### src/rtl/stream_mux_pkg.sv
// stream_mux_pkg
// Types and constants shared by the streaming multiplexer and its arbiter:
//   MODE_RR / MODE_FIXED : arbitration mode encoding on the `mode` input
//   lock_state_t         : packet-lock FSM states (used when STREAM_MUX_LAST_EN is defined)
package stream_mux_pkg;

  localparam logic MODE_RR    = 1'b0;
  localparam logic MODE_FIXED = 1'b1;

  typedef enum logic {
    IDLE   = 1'b0,
    LOCKED = 1'b1
  } lock_state_t;

endpackage

### src/rtl/rr_arbiter.sv
// rr_arbiter
// Combinational one-hot grant for stream_mux_rr.
// Ports:
//   in_valid    : per-channel request
//   rr_ptr      : first channel searched in round-robin mode
//   mode        : MODE_RR or MODE_FIXED
//   fix_sel     : granted channel in fixed mode (no grant if out of range)
//   lock_active : a packet is in progress, only lock_ch may be granted
//   lock_ch     : channel owning the current packet
//   grant       : one-hot grant, always a subset of in_valid
module rr_arbiter
  import stream_mux_pkg::*;
#(
  parameter int N_CH = 4,
  parameter int CH_W = (N_CH > 2) ? $clog2(N_CH) : 1
) (
  input  logic [N_CH-1:0] in_valid,
  input  logic [CH_W-1:0] rr_ptr,
  input  logic            mode,
  input  logic [CH_W-1:0] fix_sel,
  input  logic            lock_active,
  input  logic [CH_W-1:0] lock_ch,
  output logic [N_CH-1:0] grant
);

  logic [CH_W-1:0] idx;
  logic            found;

  always_comb begin
    grant = '0;
    idx   = '0;
    found = 1'b0;
    if (lock_active) begin
      // a packet in flight overrides both arbitration modes
      grant[lock_ch] = in_valid[lock_ch];
    end else if (mode == MODE_FIXED) begin
      if (int'(fix_sel) < N_CH) begin
        grant[fix_sel] = in_valid[fix_sel];
      end
    end else begin
      // ascending search starting at rr_ptr, wrapping past the last channel
      for (int i = 0; i < N_CH; i++) begin
        idx = CH_W'((int'(rr_ptr) + i) % N_CH);
        if (!found && in_valid[idx]) begin
          grant[idx] = 1'b1;
          found      = 1'b1;
        end
      end
    end
  end

endmodule

### src/rtl/stream_mux_rr.sv
// stream_mux_rr
// N-channel valid/ready stream multiplexer with round-robin or fixed-select
// arbitration and a single registered output stage.
// Optional feature macro: STREAM_MUX_LAST_EN -- adds in_last/out_last and a
// packet-lock FSM that keeps the grant on one channel until its last beat.
// Ports:
//   clk, rst            : clock, asynchronous active-high reset
//   mode, fix_sel       : arbitration mode and fixed-mode channel
//   in_valid/in_ready   : per-channel handshake (in_ready is combinational)
//   in_data             : packed per-channel data, channel i at [i*WIDTH +: WIDTH]
//   in_last             : per-channel end-of-packet (STREAM_MUX_LAST_EN)
//   out_valid/out_ready : output handshake
//   out_data, out_ch    : registered beat and its source channel
//   out_last            : registered end-of-packet (STREAM_MUX_LAST_EN)
module stream_mux_rr
  import stream_mux_pkg::*;
#(
  parameter int N_CH  = 4,
  parameter int WIDTH = 8,
  parameter int CH_W  = (N_CH > 2) ? $clog2(N_CH) : 1
) (
  input  logic                  clk,
  input  logic                  rst,
  input  logic                  mode,
  input  logic [CH_W-1:0]       fix_sel,
  input  logic [N_CH-1:0]       in_valid,
  output logic [N_CH-1:0]       in_ready,
  input  logic [N_CH*WIDTH-1:0] in_data,
`ifdef STREAM_MUX_LAST_EN
  input  logic [N_CH-1:0]       in_last,
`endif
  output logic                  out_valid,
  input  logic                  out_ready,
  output logic [WIDTH-1:0]      out_data,
`ifdef STREAM_MUX_LAST_EN
  output logic                  out_last,
`endif
  output logic [CH_W-1:0]       out_ch
);

  function automatic logic [CH_W-1:0] ch_inc(input logic [CH_W-1:0] ch);
    return (int'(ch) == N_CH - 1) ? '0 : ch + 1'b1;
  endfunction

  logic [N_CH-1:0]  grant;
  logic [CH_W-1:0]  rr_ptr;
  logic             load_en;
  logic             transfer;
  logic [CH_W-1:0]  sel_idx;
  logic [WIDTH-1:0] sel_data;
  logic             lock_active;
  logic [CH_W-1:0]  lock_ch;

  assign load_en  = !out_valid || out_ready;
  // gating with rst keeps the producers from seeing a handshake during reset
  assign in_ready = grant & {N_CH{load_en & !rst}};
  assign transfer = |(in_valid & in_ready);

  rr_arbiter #(.N_CH(N_CH), .CH_W(CH_W)) u_arb (
    .in_valid    (in_valid),
    .rr_ptr      (rr_ptr),
    .mode        (mode),
    .fix_sel     (fix_sel),
    .lock_active (lock_active),
    .lock_ch     (lock_ch),
    .grant       (grant)
  );

  always_comb begin
    sel_idx  = '0;
    sel_data = '0;
    for (int i = 0; i < N_CH; i++) begin
      if (in_ready[i]) begin
        sel_idx  = CH_W'(i);
        sel_data = in_data[i*WIDTH +: WIDTH];
      end
    end
  end

`ifdef STREAM_MUX_LAST_EN
  lock_state_t state_q, state_d;
  logic        sel_last;

  assign sel_last    = in_last[sel_idx];
  assign lock_active = (state_q == LOCKED);

  always_ff @(posedge clk or posedge rst) begin
    if (rst) state_q <= IDLE;
    else     state_q <= state_d;
  end

  always_comb begin
    state_d = state_q;
    if (transfer) begin
      case (state_q)
        IDLE:    if (!sel_last) state_d = LOCKED;
        LOCKED:  if (sel_last)  state_d = IDLE;
        default: state_d = IDLE;
      endcase
    end
  end

  always_ff @(posedge clk or posedge rst) begin
    if (rst) begin
      lock_ch <= '0;
      rr_ptr  <= '0;
    end else if (transfer) begin
      if (state_q == IDLE) begin
        lock_ch <= sel_idx;
        if (mode == MODE_RR) rr_ptr <= ch_inc(sel_idx);
      end else if (sel_last) begin
        // the packet owner goes to the back of the queue, whatever the mode
        rr_ptr <= ch_inc(lock_ch);
      end
    end
  end

  always_ff @(posedge clk or posedge rst) begin
    if (rst)           out_last <= 1'b0;
    else if (transfer) out_last <= sel_last;
  end
`else
  assign lock_active = 1'b0;
  assign lock_ch     = '0;

  always_ff @(posedge clk or posedge rst) begin
    if (rst)                              rr_ptr <= '0;
    else if (transfer && mode == MODE_RR) rr_ptr <= ch_inc(sel_idx);
  end
`endif

  always_ff @(posedge clk or posedge rst) begin
    if (rst) begin
      out_valid <= 1'b0;
      out_data  <= '0;
      out_ch    <= '0;
    end else if (transfer) begin
      out_valid <= 1'b1;
      out_data  <= sel_data;
      out_ch    <= sel_idx;
    end else if (out_ready) begin
      out_valid <= 1'b0;
    end
  end

endmodule
### config.mk
export PLATFORM = sky130hd
export DESIGN_NAME = stream_mux_rr
export DESIGN_NICKNAME = d
export VERILOG_FILES = /design/src/rtl/stream_mux_pkg.sv /design/src/rtl/rr_arbiter.sv /design/src/rtl/stream_mux_rr.sv
export SDC_FILE = /design/constraint.sdc
export NUM_CORES = 1
export LEC_CHECK = 0
export ABC_AREA = 0
export CELL_PAD_IN_SITES_DETAIL_PLACEMENT = 1
export CELL_PAD_IN_SITES_GLOBAL_PLACEMENT = 1
export CORE_ASPECT_RATIO = 0.9
export CORE_MARGIN = 10
export CORE_UTILIZATION = 31
export CTS_CLUSTER_DIAMETER = 50
export DETAILED_ROUTE_END_ITERATION = 6
export HOLD_SLACK_MARGIN = 0.08
export MAX_ROUTING_LAYER = met4
export PLACE_DENSITY_LB_ADDON = 0.2
export SLEW_MARGIN = 30
export SYNTH_ARGS = -nofsm -noshare
export SYNTH_HDL_FRONTEND = slang
export SYNTH_SLANG_ARGS = --single-unit
export TNS_END_PERCENT = 10
### constraint.sdc
create_clock -name clk -period 4.2 [get_ports clk]
set_clock_uncertainty 0.1 [all_clocks]
set_input_delay 0.84 -clock clk [delete_from_list [all_inputs] [get_ports clk]]
set_output_delay 0.84 -clock clk [all_outputs]
set_load 0.02 [all_outputs]
# [Word-level counts from Yosys, hierarchy flattened]
# Index checks and enable logic that the tools add are counted.
[classes] n_eq_ne=1 order_cmp=10 n_mux=44 bitwise_logic=8 addsub=4 reduce_logical=17
[op_table] op="4-bit 2-to-1 mux" n=8
[op_table] op="8-bit 2-to-1 mux" n=4
[op_table] op="1-bit 2-to-1 mux" n=19
[op_table] op="2-bit by 3-bit less-than comparator with 1-bit output (second input constant)" n=5
[op_table] op="4-bit bitwise AND" n=3
[op_table] op="4-bit bitwise OR" n=3
[op_table] op="1-bit binary-select mux with 2-bit select" n=5
[op_table] op="1-bit demux with 2-bit select" n=5
[op_table] op="2-bit by 1-bit greater-or-equal comparator with 1-bit output (second input constant)" n=5
[op_table] op="1-bit logical AND" n=9
[op_table] op="2-bit 2-to-1 mux" n=3
[op_table] op="1-bit zero test" n=5
[op_table] op="2-bit by 1-bit adder with 2-bit output (second input constant)" n=2
[op_table] op="2-bit adder (second input constant)" n=2
[op_table] op="4-bit OR reduction" n=1
[op_table] op="2-bit by 1-bit equality test with 1-bit output (second input constant)" n=1
[op_table] op="2-bit nonzero test" n=1
[op_table] op="1-bit bitwise AND" n=1
[op_table] op="1-bit logical OR" n=1
[op_table] op="1-bit inverter" n=1
[totals] input_bits=42 out_inout_bits=15 ff_bits=13

# [Longest topological paths before layout]
# Gate-level depths: netlist (run 1).
[depth] word_depth=22 ltp_mapped=14 depth_no_buf=10

# [Cells and area by module]
# Synthesis (run 1) repeated with hierarchy kept, for this count alone.
[unflattened] cells_unflattened=148 hier_area_um2=1266.2
[modules_own_cells] mod="stream_mux_rr" area_per_inst_um2=768.2 cells_each=83 instances=1
[modules_own_cells] mod="rr_arbiter" area_per_inst_um2=498.0 cells_each=65 instances=1

# [Least setup slack after synthesis (run 1)]
# No wires, ideal clock.
[synth_path] kind="register to output" from="register rr_ptr[0]" to="output port in_ready[3]" path_slack_ns=0.405 path_buffers=4 t_required_ns=3.260 arrival_ns=2.855 stages_incl_launch_ff=12 path_cell_list="dfrtp_1 -> buf_2 -> buf_2 -> inv_1 -> ha_1 -> mux2_2 -> mux2i_1 -> o211ai_1 -> a311o_1 -> buf_1 -> nand2_1 -> buf_2"
[synth_between] elab_chain_len=17 word_cells_on_any_way=55 cone_classes="add/sub: 3; order compare: 8; mux: 30; bitwise: 4; reduce/logical: 10"
[synth_lines] element="start, declared" line_no="stream_mux_rr.sv:46" source="logic [CH_W-1:0] rr_ptr;"
[synth_lines] element="start signal, assigned" line_no="stream_mux_rr.sv:128" source="else if (transfer && mode == MODE_RR) rr_ptr <= ch_inc(sel_idx);"
[synth_lines] element="parallel branches: the longest is 14 deep, another holds 2-bit by 3-bit less-than comparator with 1-bit output"
[synth_lines] element="4-bit 2-to-1 mux *" line_no="rr_arbiter.sv:44" source="if (!found && in_valid[idx]) begin"
[synth_lines] element="4-bit 2-to-1 mux *" line_no="rr_arbiter.sv:36" source="end else if (mode == MODE_FIXED) begin"
[synth_lines] element="4-bit bitwise AND *" line_no="stream_mux_rr.sv:56" source="assign in_ready = grant & {N_CH{load_en & !rst}};"
[synth_lines] element="end, declared" line_no="stream_mux_rr.sv:27" source="output logic [N_CH-1:0] in_ready,"
# Mark *: on every way between the ends. The select of a mux whose other input is x is not followed.

# [Worst setup path in the final report (run 1)]
[layout_path] from="input port in_valid[0]" to="output port in_ready[2]"
[layout_between] elab_chain_len=17 word_cells_on_any_way=35 cone_classes="mux: 24; bitwise: 5; reduce/logical: 6"
[layout_lines] element="start, declared" line_no="stream_mux_rr.sv:26" source="input logic [N_CH-1:0] in_valid,"
[layout_lines] element="1-bit binary-select mux with 2-bit select" line_no="rr_arbiter.sv:44"
[layout_lines] element="1-bit 2-to-1 mux (not written as such)" line_no="rr_arbiter.sv:44"
[layout_lines] element="1-bit 2-to-1 mux" line_no="rr_arbiter.sv:44"
[layout_lines] element="1-bit 2-to-1 mux" line_no="rr_arbiter.sv:36"
[layout_lines] element="1-bit zero test" line_no="rr_arbiter.sv:44"
[layout_lines] element="1-bit logical AND" line_no="rr_arbiter.sv:44"
[layout_lines] element="1-bit 2-to-1 mux" line_no="rr_arbiter.sv:44"
[layout_lines] element="1-bit 2-to-1 mux" line_no="rr_arbiter.sv:36"
[layout_lines] element="1-bit zero test" line_no="rr_arbiter.sv:44"
[layout_lines] element="1-bit logical AND" line_no="rr_arbiter.sv:44"
[layout_lines] element="1-bit 2-to-1 mux" line_no="rr_arbiter.sv:44"
[layout_lines] element="1-bit 2-to-1 mux" line_no="rr_arbiter.sv:36"
[layout_lines] element="1-bit zero test" line_no="rr_arbiter.sv:44"
[layout_lines] element="1-bit logical AND" line_no="rr_arbiter.sv:44"
[layout_lines] element="4-bit 2-to-1 mux" line_no="rr_arbiter.sv:44"
[layout_lines] element="4-bit 2-to-1 mux *" line_no="rr_arbiter.sv:36"
[layout_lines] element="4-bit bitwise AND *" line_no="stream_mux_rr.sv:56"
# Every way passes the cells marked *; elsewhere a longest branch is shown, timed or not. The select of a mux whose other input is x is not followed.

==> impl_metrics.ini, run 1 <==
[sta]
setup_viol = 0
tns_ps = 0
hold_violations = 0
slew_viol_final = 0
fmax_mhz = 244
worst_slack_ps = 96.2
worst_pin_slew_ps = 596
post-route-min-period_ps = 4100
maxSlewHeadroom_pct = 60.2
fin_crit_sh_pct = 97.7
rsz0062_at_grt = false

[finish]
final_util_pct = 49.7
nNetsFinal = 281
final_layout_size_suffix_gt1_share_pct = 18.6
areaGrowthSynthToFinish_pct = 55.2
diodes = 0

[global_route]
grt_antenna_before_repair = 0
grt.overflow.total = 0
grt_max_degree = 17
grt_usage_pct = 15.2
grt_pass1_wl_um = 9300
grt_pass1_vias = 1794

[synthesis]
async_flop_share_pct = 100
synth_seq_cells = 13
synth_area_um2 = 1420
yosys_warnings = 0
synth_fp_nets = 208
synth_ff_type = dfrtp_1
avgSynthCellArea_um2 = 8.93
synth_cells = 159
seq_area_frac_synth_pct = 22.9
synth_edf_count = 0
synth.distinct_cells = 42

[pwr]
p_leak_nw = 0.947
power_density_nw_per_um2 = 542
power_mw = 1.20
ir_worst_vdd_mv = 0.266

[setup_path]
required_ps = 3260
cp-startpoint = in_valid[0]
crit_arrival_ps = 3160
critical_path_class = primary input to primary output
start_kind = primary input
critPathCaptureType = primary output
r2r_start = rr_ptr[0]
critPathMaxFanout = 6

[routing]
totalWireLength_um = 5740
via_per_inst = 5.31
drcViolationCount = 0
drtIter0Drc = 101
dr.pass1.iters = 4
wire_per_inst_um = 19.6
route.vias.total = 1556
ant_nets = 0

[hold_path]
hold_path_class = flop to flop
holdCritStartpoint = out_ch[0]

[place]
gp_congestion = 0.945
dp_hpwl_um = 4790
dp_slack_ps = -152
port-buffer-count = 56

[clock_network]
cts.sinks = 13
post-cts-setup-buffers = 0
clk-insertion-delay-late_ps = 240
path_clk_slew_ps = 50
htreeDepth = 1
cts_tree = built
cts_buffers = 3
root_buffer = clkbuf_8
clk_path_buf_depth = 2
postCtsHoldBufs = 0

[floorplanning]
dieArea_um2 = 7690
rows = 23
initial_core_util_pct = 32.0
ios = 57
die_w_um = 91.3
die_y_um = 84.2
core_area_um2 = 4430

[run_status]
status = complete, no violations

[run]
cap_violations = 0
==> per-stage QoR <==
step / area (um^2) / instances / hold slack [ps]
detailed placement: 2160 / 289 / 387
global placement: 2160 / 289 / 380
finish: 2200 / 293 / 400
CTS: 2200 / 293 / 404
floorplan: 1420 / 159 / 509
global route: 2200 / 293 / 431
==> routing by layer <==
layer	up-vias	part of all wire, %	GRT usage, %
met5	-	0	-
met4	0	0.89	2.99
met3	4	3.9	3.47
met2	38	54	28.2
met1	771	41	16.1
li1	743	-	-
==> critical path, cell delays in order <==
cell and delay (ps):
clkdlybuf4s50_1 500, mux4_2 560, a31o_1 210, a221oi_1 240, o21ai_0 190, a22o_1 280, dlygate4sd2_1 340
==> registers in the layout (all words and copies together), names as in the netlist <==
signal	cells
rr_ptr	2
out_ch	2
out_valid	1
out_data	8
==> cell type report <==
type | instances | area [um^2]
flip-flops and latches | 13 | 325
well taps | 62 | 77.6
fillers | 531 | 2230
multi-input cells | 123 | 987
clock buffers | 4 | 45.0
inverters | 13 | 48.8
repair buffers | 78 | 721
==> worst paths after layout <==
path | end | slack (ps) | depth (start not counted)
worst max-delay path | in_ready[2] | 100 | 7
worst min-delay path | out_ch[0] | 400 | 1
max in group asynchronous | out_data[2] | 2940 | 3
worst min register to register | out_ch[0] | 400 | 1
worst max register to register | out_data[4] | 520 | 11
min in group asynchronous | out_valid | 890 | 3
==> cells by family (layout without fill, tap and decap cells) <==
group                    count (synthesis)  in the layout  synth area share [%]
AO/OA/AOI/OAI                           54             54                  29.8
adder cells (fa/ha/maj)                  7              7                  6.17
buffers and inverters                   23             95                  7.58
flip-flops                              13             13                  22.9
multiplexers                            17             17                  17.7
AND/OR/NAND/NOR                         45             45                  15.9
==> cell usage after synthesis (2+ instances only) <==
cell	count	share of area, %
nor2_1	8	2.1
o211ai_1	4	2.1
o22ai_1	2	0.88
a211oi_1	8	4.2
buf_2	5	1.8
mux2_4	5	5.3
dfrtp_1	13	23
nand2_1	19	5.0
mux4_2	4	6.3
a31oi_1	2	0.88
nand2b_1	5	2.2
buf_6	2	1.6
nor3_1	2	0.70
o21ai_0	3	1.1
mux2_2	5	4.0
clkbuf_1	2	0.53
inv_1	13	3.4
a21oi_1	11	3.9
mux2i_1	3	2.1
ha_1	7	6.2
nor2b_1	5	2.2
nand3b_1	2	1.1
a31o_1	2	1.2
a221oi_1	9	5.6
==> cells in the final DEF, fill, tap and decap left out, drive strengths merged, types with 5 or more instances in the layout <==
cell / Yosys / routed
a211oi: 8 / 8
a21oi: 11 / 11
a221oi: 10 / 10
buf: 8 / 22
clkdlybuf4s50: 0 / 52
dfrtp: 13 / 13
ha: 7 / 7
inv: 13 / 13
mux2: 10 / 10
nand2: 19 / 19
nand2b: 5 / 5
nor2: 8 / 8
nor2b: 5 / 5
==> power breakdown <==
group          leakage (nW)  internal [mW]  total (mW)  switching [mW]
sequential            0.159          0.179       0.207          0.0281
clock                0.0228         0.0670       0.111          0.0439
combinational         0.765          0.437       0.877           0.440
==> repair_timing <==
item	CTS	global route
endpoints found under the setup margin	4	0
endpoints found under the hold margin	0	0
resized for setup	4	0
Note: power is estimated with default switching activity, not from simulation.
==> run 2, diff against run 1 <==
--- a/config.mk
+++ b/config.mk
@@ -6,12 +6,13 @@
 export NUM_CORES = 1
 export LEC_CHECK = 0
 export ABC_AREA = 0
+export CAP_MARGIN = 40
 export CELL_PAD_IN_SITES_DETAIL_PLACEMENT = 1
 export CELL_PAD_IN_SITES_GLOBAL_PLACEMENT = 1
-export CORE_ASPECT_RATIO = 0.9
 export CORE_MARGIN = 10
 export CORE_UTILIZATION = 31
 export CTS_CLUSTER_DIAMETER = 50
+export CTS_CLUSTER_SIZE = 40
 export DETAILED_ROUTE_END_ITERATION = 6
 export HOLD_SLACK_MARGIN = 0.08
 export MAX_ROUTING_LAYER = met4
==> run 2 against run 1 <==
Net effect: critical path type unchanged; cell count decreased by 1.4%; global-route usage increased by 0.29 points; highest routed layer unchanged; core utilization increased by 1.9 points; sequential power about the same; design area increased by 2.7%; maximum frequency increased by 0.96%; first-iteration DRC count decreased by 51%; register-to-register slack improved by 150 ps.
==> impl_metrics.ini, run 2 (same netlist as run 1, synthesis figures left out) <==
[run_status]
status = complete, no violations

[pwr]
comb_power_share_pct = 74.3
power_mw = 1.25
p_leak_nw = 1.00
swShare_pct = 41.9
pwr-share-clk_pct = 9.1
p_seq_share_pct = 16.7
switchingPower_mw = 0.525
ir_worst_vdd_mv = 0.211
power_density_nw_per_um2 = 554
p_int_mw = 0.729

[sta]
fin_crit_sh_pct = 96.8
fmax_mhz = 246
setup_viol = 0
slew_viol_final = 0
worst_pin_slew_ps = 585
rsz0062_at_grt = false
hold_violations = 0
worst_slack_ps = 135
maxSlewHeadroom_pct = 60.9
post-route-min-period_ps = 4060

[floorplanning]
ios = 57
core_area_um2 = 4380
rows = 24
die_w_um = 87.7
dieArea_um2 = 7690
initial_core_util_pct = 32.4
die_y_um = 87.7

[finish]
final_layout_size_suffix_gt1_share_pct = 20.7
fill_cells = 513
final_util_pct = 51.6
final_cell_mix = 50 x clkdlybuf4s50_1, 27 x buf_4, 19 x nand2_1
seqCellArea_um2 = 325
fin_area_um2 = 2260
multi_input_area_um2 = 996
final_common_cell = clkdlybuf4s50_1
diodes = 0
nNetsFinal = 287
largest_register_ffs = 8
top_register = out_data
areaGrowthSynthToFinish_pct = 59.4
reg_top3 = out_data: 8 flops, out_ch: 2 flops, rr_ptr: 2 flops

[clock_network]
post-cts-setup-buffers = 0
path_clk_slew_ps = 60
cts.sinks = 13
htreeDepth = 1
clk-insertion-delay-late_ps = 240
clk_path_buf_depth = 2
root_buffer = clkbuf_8
cts_tree = built
cts_buffers = 3

[setup_path]
critPathMaxFanout = 5
start_kind = primary input
crit_slowest_cell = mux4_2
required_ps = 3260
path_cells = clkdlybuf4s50_1 -> mux4_2 -> buf_4 -> o311ai_0 -> a21oi_1 -> nor3_1 -> dlygate4sd2_1
critical_path_class = primary input to primary output
cp-startpoint = in_valid[1]
crit_arrival_ps = 3120
r2r_start = rr_ptr[1]
crit_family = buffers and inverters
crit_buf_inv = 3
cpPeakStageDelay_ps = 560
critPathCaptureType = primary output

[global_route]
grt_pass1_vias = 1837
grt_antenna_before_repair = 0
grt_pass1_wl_um = 9320
grt.overflow.total = 0
grt_max_degree = 17
grt_usage_pct = 15.5

[routing]
drcViolationCount = 0
dr.pass1.iters = 4
via_per_inst = 5.40
totalWireLength_um = 5510
ant_nets = 0
drtIter0Drc = 49
route.vias.total = 1561
wire_per_inst_um = 19.1

[place]
dp_slack_ps = -207
placed_cell_area_um2 = 2210
port-buffer-count = 56
gp_congestion = 0.859
dp_hpwl_um = 4560

[run]
cap_violations = 0

[hold_path]
hold_path_class = flop to flop
holdCritStartpoint = out_ch[0]
run 2: cell types whose count changed in the layout (fill, tap and decap cells not counted):
cell             before  now
dlymetal6s2s_1        0    2
buf_12                0    1
o21ai_0               3    2
buf_4                22   27
o21ai_1               0    1
nor4b_2               1    0
clkdlybuf4s50_1      52   50
nor4b_4               0    1
run 2: routing by layer:
metal,global-route usage (%),vias to the layer above,share of wire [%]
met5,-,-,0
met4,4.64,0,1.7
met3,4.92,9,8.0
met2,25.3,54,49
met1,17.7,742,41
li1,-,756,-
run 2: stage by stage:
stage	std cells	setup TNS [ps]	hold WS, ps
after global placement	285	-583	375
after global routing	289	0	423
after CTS	289	0	402
after detailed placement	285	-781	387
final	289	0	394
after floorplan	159	0	509
run 2: final timing paths:
path | end | slack (ps) | cells past startpoint
setup / recovery | in_ready[0] | 140 | 7
hold / removal | out_ch[0] | 390 | 1
setup reg to reg | out_data[0] | 670 | 13
hold reg to reg | out_ch[0] | 390 | 1
max in group asynchronous | rr_ptr[1] | 2940 | 3
min in group asynchronous | out_data[3] | 890 | 3
run 2: repair_timing:
item | CTS | global route
pin swaps | 0 | 1
hold buffers | 0 | 0
resized for setup | 4 | 4
endpoints found under the setup margin | 4 | 12
run 2: worst register-to-register path: stages, from the launching register on:
cell,delay (ps)
dfrtp_1,340
inv_1,100
ha_1,410
mux2_2,400
and2_1,180
buf_4,140
a221oi_2,270
o21ai_2,100
a32o_1,220
buf_4,180
a211o_1,330
a21o_1,190
buf_12,150
mux2_4,290
run 2: final cells by class:
type / instances / area share [%]
Multi-Input combinational cell: 123 / 44.0
Clock buffer: 4 / 1.99
Sequential cell: 13 / 14.4
Timing Repair Buffer: 84 / 34.6
Tap cell: 52 / 2.87
Inverter: 13 / 2.16
run 2: power groups by stage:
stage               logic (mW)  clock network, mW  registers, mW
floorplan                0.494                  0          0.265
global placement         0.919                  0          0.206
detailed placement       0.931                  0          0.209
CTS                      0.930              0.117          0.209
global route              1.02              0.122          0.216
finish                   0.931              0.114          0.209
